`config.mk`:
```
export PLATFORM = sky130hd
export DESIGN_NAME = restador_serie
export DESIGN_NICKNAME = d
export VERILOG_FILES = /design/src/rtl/restador_pkg.sv /design/src/rtl/restador_completo.sv /design/src/rtl/restador_serie.sv
export SDC_FILE = /design/constraint.sdc
export NUM_CORES = 1
export LEC_CHECK = 0
export CAP_MARGIN = 20
export CORE_MARGIN = 1
export CORE_UTILIZATION = 35
export DETAILED_ROUTE_END_ITERATION = 10
export SLEW_MARGIN = 20
export SYNTH_ARGS = -nofsm -noshare
export SYNTH_HDL_FRONTEND = slang
export SYNTH_SLANG_ARGS = --single-unit
```
`constraint.sdc`:
```
create_clock -name clk -period 1.1 [get_ports clk]
set_input_delay 0.22 -clock clk [delete_from_list [all_inputs] [get_ports clk]]
set_output_delay 0.22 -clock clk [all_outputs]
set_load 0.02 [all_outputs]
```
`src/rtl/restador_pkg.sv`:
```
// rtl/restador_pkg.sv - shared types and helpers for the bit-serial subtractor
// Purpose: FSM state encoding and bit-counter width helper used by restador_serie.
// Ports: none (package).
package restador_pkg;

  typedef enum logic [1:0] {IDLE, RUN, DONE} estado_t;

  // Counter width for a WIDTH-bit serial operation. WIDTH=1 still needs a
  // 1-bit counter because a zero-width vector is not legal.
  function automatic int cnt_width(input int width);
    return (width <= 1) ? 1 : $clog2(width);
  endfunction

endpackage

```
`src/rtl/restador_completo.sv`:
```
// rtl/restador_completo.sv - combinational 1-bit full subtractor
// Purpose: one bit of x - y - bin.
// Ports:
//   x    input  1  minuend bit
//   y    input  1  subtrahend bit
//   bin  input  1  borrow in
//   d    output 1  difference bit
//   bout output 1  borrow out
module restador_completo (
  input  logic x,
  input  logic y,
  input  logic bin,
  output logic d,
  output logic bout
);

  assign d    = x ^ y ^ bin;
  assign bout = (~x & y) | (~(x ^ y) & bin);

endmodule

```
`src/rtl/restador_serie.sv`:
```
// rtl/restador_serie.sv - bit-serial subtractor with valid/ready handshakes
// Purpose: computes a - b LSB-first, one bit per clock, and presents the
//          WIDTH-bit difference plus borrow ({borrow,diff} = a - b as a
//          (WIDTH+1)-bit two's-complement value).
// Ports:
//   clk        input  1      rising-edge clock
//   rst        input  1      synchronous active-high reset
//   in_valid   input  1      operands valid
//   in_ready   output 1      block can accept operands (IDLE only)
//   a          input  WIDTH  minuend, unsigned
//   b          input  WIDTH  subtrahend, unsigned
//   out_valid  output 1      diff/borrow valid (DONE only)
//   out_ready  input  1      consumer accepts result
//   diff       output WIDTH  (a - b) mod 2^WIDTH, held until next completion
//   borrow     output 1      1 when a < b
module restador_serie
  import restador_pkg::*;
#(
  parameter int WIDTH = 4
) (
  input  logic             clk,
  input  logic             rst,
  input  logic             in_valid,
  output logic             in_ready,
  input  logic [WIDTH-1:0] a,
  input  logic [WIDTH-1:0] b,
  output logic             out_valid,
  input  logic             out_ready,
  output logic [WIDTH-1:0] diff,
  output logic             borrow
);

  localparam int CW = cnt_width(WIDTH);

  estado_t          state, state_next;
  logic [WIDTH-1:0] a_sh, b_sh;
  logic             br;
  logic [CW-1:0]    cnt;
  logic             accept, step, last_bit;
  logic             d_bit, br_next;
  logic [WIDTH-1:0] full_res;

  restador_completo u_completo (
    .x    (a_sh[0]),
    .y    (b_sh[0]),
    .bin  (br),
    .d    (d_bit),
    .bout (br_next)
  );

  assign last_bit = (cnt == CW'(WIDTH - 1));

  // Partial result holds the WIDTH-1 bits already produced; the bit being
  // computed on the final edge is prepended so diff loads the whole word at
  // that same edge.
  generate
    if (WIDTH == 1) begin : g_w1
      assign full_res = d_bit;
    end else begin : g_wn
      logic [WIDTH-2:0] res_part;
      logic [WIDTH-2:0] res_shift;

      if (WIDTH == 2) begin : g_w2
        assign res_shift = d_bit;
      end else begin : g_wgt2
        assign res_shift = {d_bit, res_part[WIDTH-2:1]};
      end

      always_ff @(posedge clk) begin
        if (rst) begin
          res_part <= '0;
        end else if (step) begin
          res_part <= res_shift;
        end
      end

      assign full_res = {d_bit, res_part};
    end
  endgenerate

  always_ff @(posedge clk) begin
    if (rst) begin
      state <= IDLE;
    end else begin
      state <= state_next;
    end
  end

  always_comb begin
    state_next = state;
    in_ready   = 1'b0;
    out_valid  = 1'b0;
    accept     = 1'b0;
    step       = 1'b0;
    case (state)
      IDLE: begin
        in_ready = 1'b1;
        if (in_valid) begin
          accept     = 1'b1;
          state_next = RUN;
        end
      end
      RUN: begin
        step = 1'b1;
        if (last_bit) begin
          state_next = DONE;
        end
      end
      DONE: begin
        out_valid = 1'b1;
        if (out_ready) begin
          state_next = IDLE;
        end
      end
      default: state_next = IDLE;
    endcase
  end

  always_ff @(posedge clk) begin
    if (rst) begin
      a_sh   <= '0;
      b_sh   <= '0;
      br     <= 1'b0;
      cnt    <= '0;
      diff   <= '0;
      borrow <= 1'b0;
    end else if (accept) begin
      a_sh <= a;
      b_sh <= b;
      br   <= 1'b0;
      cnt  <= '0;
    end else if (step) begin
      a_sh <= a_sh >> 1;
      b_sh <= b_sh >> 1;
      br   <= br_next;
      cnt  <= cnt + CW'(1);
      if (last_bit) begin
        diff   <= full_res;
        borrow <= br_next;
      end
    end
  end

endmodule
```
==> qor.csv <==
metric;value;unit
outcome;complete, but fails checks;
violations;negative setup slack;
vias_per_cell;5.00;
required;1.31;ns
path_cells;buf_6 > or3b_4 > nor2_1 > a211oi_2;
synth.area.mux_share;0.0108;
ioPinCount;19;
core.rowCount;18;
cellLeakagePower;0.552;nW
maxSlewViolCount;0;
ff2ff_path_depth;4;
period_share;1.12;
crit_fanout;7;
numCtsBuffers;3;
die_w;53.5;um
core;2500;um2
synth_area;930;um2
htreeDepth;1;
synth_fa_ha_area_frac;0.0350;
synth_cells;107;
area_growth;57.7;%
grt_max_degree;13;
cts_hold_buf;0;
worstHoldPathCells;2;
path_clk_slew;0.12;ns
antenna_found_initial;0;
die_h;53.5;um
syn_nets;121;
min_period;1.24;ns
drive_above_1_share;0.528;
drc;0;
hp-start;diff[1];
hpwl;1.35;mm
fin_nets;159;
hold_violations;0;
worst_slew_pin_slew;0.224;ns
yosysSeqAreaShare;0.452;
initial_core_util;0.372;
end_kind;flop;
synthSimpleGateAreaFrac;0.218;
rsz0062_at_grt;yes;
setup_viol;19;
cts_root_buffer;clkbuf_4;
fill_cells;235;
crit_arrival;1.45;ns
ir_drop;710;uV
relSlewSlack;0.851;
synth_compound_area_frac;0.192;
worst_slack;-0.137;ns
cp-startpoint;state[0];
drt-initial-drc-count;3;
drv_cap;0;
cpMaxStageDelayCell;or3b_4;
antenna_left;0;
critPathKind;flop to flop;
final_util;0.587;
clock-sinks;21;
ys_warn_count;0;
antenna_cells;0;
finalHoldWorstSlack;0.467;ns
powerDensity;1100;nW/um2
grt_pass1_vias;852;
clockBufferDepth;2;
ys_types;26;
worstSkewPairLatency;0.30;ns
grt_overflow;0;
grt_use_total;0.171;
num_vias;870;
fin_skew;0.00339;ns
wire_per_inst;13.0;um
cpPeakStageDelay;0.43;ns
avgSynthCellArea;8.69;um2
die-area;2870;um2
io_buffers;18;
fmax;0.808;GHz
firstDrtPassIters;3;
synth_xor_area_frac;0.00942;
drt_wl_total;2.25;mm
rr_startpoint;state[0];
min_path_type;flop to flop;
grt_pass1_wl;3.61;mm
synth_top_family_by_area;simple AND/OR/NAND/NOR gates;
cts_tree;built;
gp_congestion;0.789;
ys_seq_elements;21;
start_kind;flop;
-- kinds of logic after synthesis --
family / count (synthesis)
simple gates: 42
compound gates: 28
fa+ha+maj: 2
xor+xnor: 1
mux: 1
buf+inv: 12
flops: 21
-- cell usage in the layout, fill, tap and decap left out, types with 2 or more instances in the layout --
master,n
nand2_1,13
nor2_1,8
buf_6,10
buf_2,5
inv_2,2
o221a_4,2
nand2_2,2
buf_4,16
a21oi_1,8
nor2_2,3
clkbuf_4,3
dfxtp_2,3
a21oi_2,10
dfxtp_1,17
a211oi_2,4
clkdlybuf4s50_1,10
nand3_1,5
nor3_2,2
-- sequential cells by signal (all words and copies together) (netlist names) --
name,flops
diff,4
g_wn.res_part,3
borrow,1
cnt,2
state,2
a_sh,4
b_sh,4
br,1
-- cells in the mapped netlist (all sizes together) --
library cell / count / share of area
or3b: 1 / 0.0094
a2111oi: 1 / 0.016
nand2b: 2 / 0.013
fa: 1 / 0.022
inv: 3 / 0.012
nand3: 6 / 0.032
o221a: 2 / 0.024
a211oi: 4 / 0.032
nor2b: 1 / 0.0067
a311oi: 1 / 0.0094
nand2: 16 / 0.065
clkbuf: 3 / 0.012
o21a: 1 / 0.0081
nor3b: 1 / 0.020
ha: 1 / 0.013
nand3b: 1 / 0.0081
xnor2: 1 / 0.0094
a21oi: 19 / 0.10
dfxtp: 21 / 0.45
mux2i: 1 / 0.011
and2b: 1 / 0.0081
nor3: 2 / 0.011
buf: 6 / 0.058
nor2: 11 / 0.044
-- critical path: cells and delay by family (launching register included) --
| family | cells | cell delay, ns |
|---|---|---|
| buffers and inverters | 1 | 0.13 |
| and+or+nand+nor | 2 | 0.57 |
| DFF | 1 | 0.38 |
| AOI/OAI and AO/OA | 1 | 0.06 |
-- what timing repair did --
action / 4_1_cts / 5_1_grt
pin swaps: 12 / 10
setup endpoints to repair: 25 / 23
setup buffers: 6 / 4
gates cloned: 0 / 0
gates resized for setup: 46 / 35
-- path summary, 6_finish.rpt --
path                            endpoint  slack, ns
worst max register to register   b_sh[1]      -0.14
worst min-delay path             diff[1]       0.47
worst min register to register   diff[1]       0.47
worst max-delay path             b_sh[1]      -0.14
-- power breakdown --
group          switching [mW]  total, mW  internal [mW]
Clock                   0.233      0.374          0.141
Sequential             0.0324      0.833          0.800
Combinational           0.189      0.410          0.221
-- layer usage --
metal / wire [um] / part of all wire / up-vias / GRT usage
li1: - / - / 440 / -
met1: 1010 / 0.45 / 414 / 0.211
met2: 1160 / 0.52 / 14 / 0.304
met3: 66 / 0.029 / 2 / 0.0254
met4: 12 / 0.0053 / 0 / 0.0526
met5: 0 / 0 / - / 0
-- through the flow --
stage	worst slack, ns	total power, mW	std cells	area (um2)	setup TNS [ns]
after floorplan	-0.0755	1.01	107	946	-0.682
after CTS	-0.107	1.53	170	1290	-1.30
after global routing	-0.197	1.71	174	1470	-2.60
after global placement	-0.457	1.11	160	1190	-5.33
final	-0.137	1.62	174	1470	-1.52
after detailed placement	-0.482	1.11	160	1190	-5.63
-- final cells by class --
cell class / count / area [um2] / area share
well taps: 30 / 37.5 / 0.0256
flip-flops and latches: 21 / 428 / 0.292
clock buffers: 4 / 26.3 / 0.0179
repair buffers: 42 / 367 / 0.250
multi-input cells: 74 / 597 / 0.407
inverters: 3 / 11.3 / 0.00768
Note: power is estimated with default switching activity, not from simulation.
